### config.mk
export PLATFORM = sky130hd
export DESIGN_NAME = iddr_loopback_sequencer
export DESIGN_NICKNAME = d
export VERILOG_FILES = /design/src/rtl/iddr_loopback_sequencer.sv
export SDC_FILE = /design/constraint.sdc
export NUM_CORES = 1
export LEC_CHECK = 0
export ABC_AREA = 1
export CORE_ASPECT_RATIO = 0.75
export CORE_MARGIN = 5
export CORE_UTILIZATION = 31
export DETAILED_ROUTE_END_ITERATION = 8
export PLACE_DENSITY_LB_ADDON = 0.15
export SLEW_MARGIN = 10
export SYNTH_ARGS = -nofsm -noshare
export SYNTH_HDL_FRONTEND = slang
export SYNTH_SLANG_ARGS = --single-unit
### constraint.sdc
create_clock -name clk -period 2.2 [get_ports clk]
set_input_delay 0.33 -clock clk [delete_from_list [all_inputs] [get_ports clk]]
set_output_delay 0.33 -clock clk [all_outputs]
set_load 0.02 [all_outputs]
### src/rtl/iddr_loopback_sequencer.sv
// IDDR loopback self-test controller: PRBS7 pair source for the ODDR, IDDR R/CE
// sequencing, linear capture-latency search and a saturating mismatch counter.
module iddr_loopback_sequencer #(
    parameter int         RST_CYCLES    = 4,
    parameter int         SETTLE_CYCLES = 16,
    parameter int         ALIGN_LEN     = 16,
    parameter int         MAX_LAT       = 7,
    parameter int         CHECK_LEN     = 256,
    parameter logic [6:0] SEED          = 7'h7F
) (
    input  logic        clk,
    input  logic        rst,
    input  logic        start,
    output logic        iddr_rst,
    output logic        iddr_ce,
    output logic        tx_d1,
    output logic        tx_d2,
    input  logic        rx_q1,
    input  logic        rx_q2,
    output logic        busy,
    output logic        done,
    output logic        pass,
    output logic [2:0]  lat,
    output logic [15:0] err_cnt
);
    localparam logic [2:0] S_IDLE   = 3'd0;
    localparam logic [2:0] S_RESET  = 3'd1;
    localparam logic [2:0] S_SETTLE = 3'd2;
    localparam logic [2:0] S_ALIGN  = 3'd3;
    localparam logic [2:0] S_CHECK  = 3'd4;
    localparam logic [2:0] S_DONE   = 3'd5;

    localparam logic [6:0]  SEED_EFF    = (SEED == 7'd0) ? 7'h7F : SEED;
    localparam logic [15:0] RST_LAST    = 16'(RST_CYCLES - 1);
    localparam logic [15:0] SETTLE_LAST = 16'(SETTLE_CYCLES - 1);
    localparam logic [15:0] ALIGN_LAST  = 16'(ALIGN_LEN - 1);
    localparam logic [15:0] CHECK_LAST  = 16'(CHECK_LEN - 1);
    localparam logic [2:0]  LAT_MAX     = 3'(MAX_LAT);

    logic [2:0]  state_q, state_d;
    logic [15:0] cnt_q, cnt_d;
    logic [2:0]  lat_q, lat_d;
    logic [15:0] err_q, err_d;
    logic        done_q, done_d, pass_q, pass_d;
    logic        busy_q, busy_d, rst_q, rst_d, ce_q, ce_d;
    logic [6:0]  prbs_q, prbs_d;
    logic [1:0]  tx_q, tx_d;
    logic [1:0]  hist_q [0:MAX_LAT];
    logic        rx_match_s;
    logic [15:0] err_inc_s;

    // Two PRBS7 (x^7+x^6+1) steps per cycle; the pair is {first, second} new bit.
    always_comb begin
        tx_d   = {prbs_q[6] ^ prbs_q[5], prbs_q[5] ^ prbs_q[4]};
        prbs_d = {prbs_q[4:0], tx_d};
    end

    assign rx_match_s = ({rx_q1, rx_q2} == hist_q[lat_q]);
    assign err_inc_s  = (!rx_match_s && (err_q != 16'hFFFF)) ? (err_q + 16'd1) : err_q;

    // Sequencer next-state and result bookkeeping.
    always_comb begin
        state_d = state_q;
        cnt_d   = cnt_q;
        lat_d   = lat_q;
        err_d   = err_q;
        done_d  = done_q;
        pass_d  = pass_q;
        case (state_q)
            S_IDLE, S_DONE: begin
                if (start) begin
                    done_d  = 1'b0;
                    pass_d  = 1'b0;
                    err_d   = 16'd0;
                    lat_d   = 3'd0;
                    cnt_d   = 16'd0;
                    state_d = S_RESET;
                end else begin
                    state_d = state_q;
                end
            end
            S_RESET: begin
                if (cnt_q == RST_LAST) begin
                    cnt_d   = 16'd0;
                    state_d = S_SETTLE;
                end else begin
                    cnt_d = cnt_q + 16'd1;
                end
            end
            S_SETTLE: begin
                if (cnt_q == SETTLE_LAST) begin
                    cnt_d   = 16'd0;
                    state_d = S_ALIGN;
                end else begin
                    cnt_d = cnt_q + 16'd1;
                end
            end
            S_ALIGN: begin
                if (rx_match_s) begin
                    if (cnt_q == ALIGN_LAST) begin
                        cnt_d   = 16'd0;
                        state_d = S_CHECK;
                    end else begin
                        cnt_d = cnt_q + 16'd1;
                    end
                end else begin
                    cnt_d = 16'd0;
                    if (lat_q == LAT_MAX) begin
                        done_d  = 1'b1;
                        pass_d  = 1'b0;
                        err_d   = 16'd0;
                        state_d = S_DONE;
                    end else begin
                        lat_d = lat_q + 3'd1;
                    end
                end
            end
            S_CHECK: begin
                err_d = err_inc_s;
                if (cnt_q == CHECK_LAST) begin
                    cnt_d   = 16'd0;
                    done_d  = 1'b1;
                    pass_d  = (err_inc_s == 16'd0);
                    state_d = S_DONE;
                end else begin
                    cnt_d = cnt_q + 16'd1;
                end
            end
            default: state_d = S_IDLE;
        endcase
    end

    // Output controls are decoded from the next state so they stay registered.
    always_comb begin
        busy_d = 1'b0;
        ce_d   = 1'b0;
        case (state_d)
            S_RESET:                    busy_d = 1'b1;
            S_SETTLE, S_ALIGN, S_CHECK: begin
                busy_d = 1'b1;
                ce_d   = 1'b1;
            end
            default: begin
                busy_d = 1'b0;
                ce_d   = 1'b0;
            end
        endcase
        rst_d = ~ce_d;
    end

    // Control and result registers.
    always_ff @(posedge clk or posedge rst) begin
        if (rst) begin
            state_q <= S_IDLE;
            cnt_q   <= 16'd0;
            lat_q   <= 3'd0;
            err_q   <= 16'd0;
            done_q  <= 1'b0;
            pass_q  <= 1'b0;
            busy_q  <= 1'b0;
            rst_q   <= 1'b1;
            ce_q    <= 1'b0;
        end else begin
            state_q <= state_d;
            cnt_q   <= cnt_d;
            lat_q   <= lat_d;
            err_q   <= err_d;
            done_q  <= done_d;
            pass_q  <= pass_d;
            busy_q  <= busy_d;
            rst_q   <= rst_d;
            ce_q    <= ce_d;
        end
    end

    // Pattern source and transmit history; frozen whenever CE is low.
    always_ff @(posedge clk or posedge rst) begin
        if (rst) begin
            prbs_q <= SEED_EFF;
            tx_q   <= 2'b00;
            for (int k = 0; k <= MAX_LAT; k++) hist_q[k] <= 2'b00;
        end else if (state_q == S_RESET) begin
            prbs_q <= SEED_EFF;
            tx_q   <= 2'b00;
            for (int k = 0; k <= MAX_LAT; k++) hist_q[k] <= 2'b00;
        end else if (ce_q) begin
            prbs_q    <= prbs_d;
            tx_q      <= tx_d;
            hist_q[0] <= tx_d;
            for (int k = 1; k <= MAX_LAT; k++) hist_q[k] <= hist_q[k-1];
        end
    end

    assign iddr_rst = rst_q;
    assign iddr_ce  = ce_q;
    assign tx_d1    = tx_q[1];
    assign tx_d2    = tx_q[0];
    assign busy     = busy_q;
    assign done     = done_q;
    assign pass     = pass_q;
    assign lat      = lat_q;
    assign err_cnt  = err_q;
endmodule

==> summary.md <==
| Metric | Value |
|---|---|
| Status | `complete, no violations` |
| Final non-filler cell total | `740` |
| Synth cell count leaders | `nand2_1 (116), inv_1 (82), dfrtp_1 (58)` |
| Final Core Density | `0.3978` |
| Worst Skew | `8.530 ps` |
| GP Congestion | `0.8744` |
| CP Class | `reg2reg` |
| Crit Reg-Reg Startpoint | `lat[0]` |
| Most instantiated library cell after synthesis | `nand2_1` |
| Number of global-route vias before repair | `3,345` |
| Worst-Skew Late Latency | `330 ps` |
| EDFF count, synth | `0` |
| Die Area | `15,030 µm²` |
| Mapped Avg Cell Area | `7.577 µm²` |
| Num CTS Buffers | `9` |
| Largest area contributor in the netlist | `dfrtp_1` |
| Leak pwr | `2.299 nW` |
| Share of layout cells above drive strength 1 | `0.1359` |
| IO buf count | `30` |
| Synth area leaders | `dfrtp_1 (37%), nand2_1 (11%), inv_1 (7.8%)` |
| Hold Crit Class | `in2async` |
| Pwr Density | `1077 nW/µm²` |
| Total GRT Usage | `0.1389` |
| Final setup violation count | `0` |
| Die extent in x | `139.9 µm` |
| Placed instance area | `4539 µm²` |
| Wire per inst | `13.42 µm` |
| Crit start category | `register` |
| Worst Path Required | `2380 ps` |
| CORE AREA | `12,350 µm²` |
| Total power | `5.291 mW` |
| Ys async rst share | `1.000` |
| Most used DFF post-synth | `dfrtp_1` |
| Clock root buffer | `clkbuf_16` |
| FF+latch count, synth | `66` |
| Reg2Reg Setup Slack | `150 ps` |
| Fmax | `488.3 MHz` |
| Finished layout cell area | `4912 µm²` |
| Largest net degree at the start of global routing | `67` |
| Post-Place Worst Slack | `125.9 ps` |
| H-tree Lvls | `3` |
| Clock Path Buffers | `2` |
| Seq/Total Area, Yosys | `0.4233` |
| First-pass GRT wire length | `16.99 mm` |
| Via density | `4.759` |
| Worst setup margin | `152.1 ps` |
| Fin. Hold Viols | `0` |
| Yosys warning count | `0` |
| HPWL Detailed | `7.165 mm` |
| # fillers | `1,259` |
| DRC violations left | `0` |
| Slew @ Worst Pin | `396.5 ps` |
| Die Span Y | `107.4 µm` |
| Initial antenna violation count | `0` |
| CP Capture Type | `register` |
| Critical path peak fanout | `11` |
| Yosys top cell area share | `0.3698` |
| CTS tree | `done` |
| CTS clk-pin slew, worst paths | `60 ps` |
| Peak VDD IR | `0.5369 mV` |
| ANT nets after route | `0` |
| Via count | `3,522` |
| Fin. max-slew vios | `0` |
| Clock sink count | `66` |
| Starting density of the core | `0.3178` |
| Syn nets | `527` |
| # IOs | `31` |
| Syn Std Cell Area | `3925 µm²` |
| Final min period | `2048 ps` |
| Placed instance count | `723` |
| Netlist cell types | `38` |
| Starting DRC count in detailed routing | `232` |
| Total gr overflow | `0` |
| Antenna cells | `0` |
| Final wirelength | `9.930 mm` |
| Slew headroom | `0.7332` |
| Hold buffer count at CTS | `0` |
| Gate Count Post-Synth | `518` |
| Area Growth Syn to Fin | `25.15%` |
| CP Launch Point | `lat[0]` |
| Final period util | `0.9309` |
| Worst EP arrival | `2230 ps` |
| Max cap viols | `0` |
| DRT Pass-1 Iters | `5` |
| Nets | `578` |
| Setup repair after global routing missed its margin | `yes` |
| Standard-cell rows | `35` |
[per-layer routing]
metal,vias to the layer above,track usage,part of all wire
li1,1780,-,-
met1,1632,0.2079,0.52
met2,102,0.1953,0.41
met3,8,0.03375,0.059
met4,0,0.04288,0.012
met5,-,0,0
[layout make-up]
type                            count  area (µm²)  share of cell area
Sequential cell                    66        1662              0.3383
Timing Repair Buffer               55       529.3              0.1077
Tap cell                          166       207.7             0.04228
Multi-Input combinational cell    350        1851              0.3767
Inverter                           87       334.1             0.06801
Clock inverter                      6       90.09             0.01834
Clock buffer                       10       239.0             0.04865
[critical path, stage by stage (launching register included)]
cell and delay, ps:
dfrtp_1 390, buf_12 150, inv_8 70, nand2_1 60, nand3_1 60, nand3_1 90, nand2_1 70, nand2_1 60
nand2_2 80, inv_2 50, nand3_1 160, nand3_2 160, inv_1 320, o21ai_0 170
[what timing repair did]
item / 4_1_cts / 5_1_grt
setup buffers: 0 / 1
resized for setup: 0 / 7
endpoints found under the setup margin: 0 / 7
[final timing paths]
| path | cells after the start | end |
|---|---|---|
| hold / removal | 3 | iddr_ce |
| min in group clk | 2 | hist_q[7] |
| setup / recovery | 13 | err_cnt[6] |
| max in group asynchronous | 3 | prbs_q[6] |
| setup reg to reg | 13 | err_cnt[6] |
| hold reg to reg | 2 | hist_q[7] |
[metrics by stage]
| step | hold WS (ps) | TNS [ps] |
|---|---|---|
| 6_report | 400.6 | 0 |
| 5_1_grt | 440.4 | -9.713 |
| 3_5_place_dp | 470.6 | 0 |
| 2_1_floorplan | 437.0 | 0 |
| 4_1_cts | 412.3 | 0 |
| 3_3_place_gp | 462.7 | 0 |
[flip-flops by register name (all words and copies together), names as in the netlist, 2 cells and up]
| name | count |
|---|---|
| state_q | 3 |
| cnt_q | 16 |
| hist_q | 14 |
| tx_q | 2 |
| lat | 3 |
| prbs_q | 7 |
| err_cnt | 16 |
[logic make-up (layout without fill, tap and decap cells)]
kind of cell | Yosys count | count (layout) | synth area share
xor+xnor | 24 | 24 | 0.05355
fa+ha+maj | 4 | 4 | 0.01275
buf+inv | 102 | 158 | 0.1103
flops | 66 | 66 | 0.4233
compound gates | 77 | 77 | 0.1170
simple gates | 245 | 245 | 0.2831
[power by group]
part           switching [mW]  internal, mW  leakage [nW]  total (mW)
Combinational            1.36         0.779          1.26        2.14
Sequential              0.142          1.43         0.878        1.58
Clock                   0.554          1.02         0.159        1.58
[placed cells by master (no fill, tap or decap), types with 14 or more instances in the layout]
master,count
xor2_1,22
clkdlybuf4s50_1,30
dfrtp_1,58
nor2_1,47
nand3_1,43
buf_4,21
o21ai_0,26
nand2_1,116
a31oi_1,14
inv_1,81
Power figures use the tool's default switching activity.
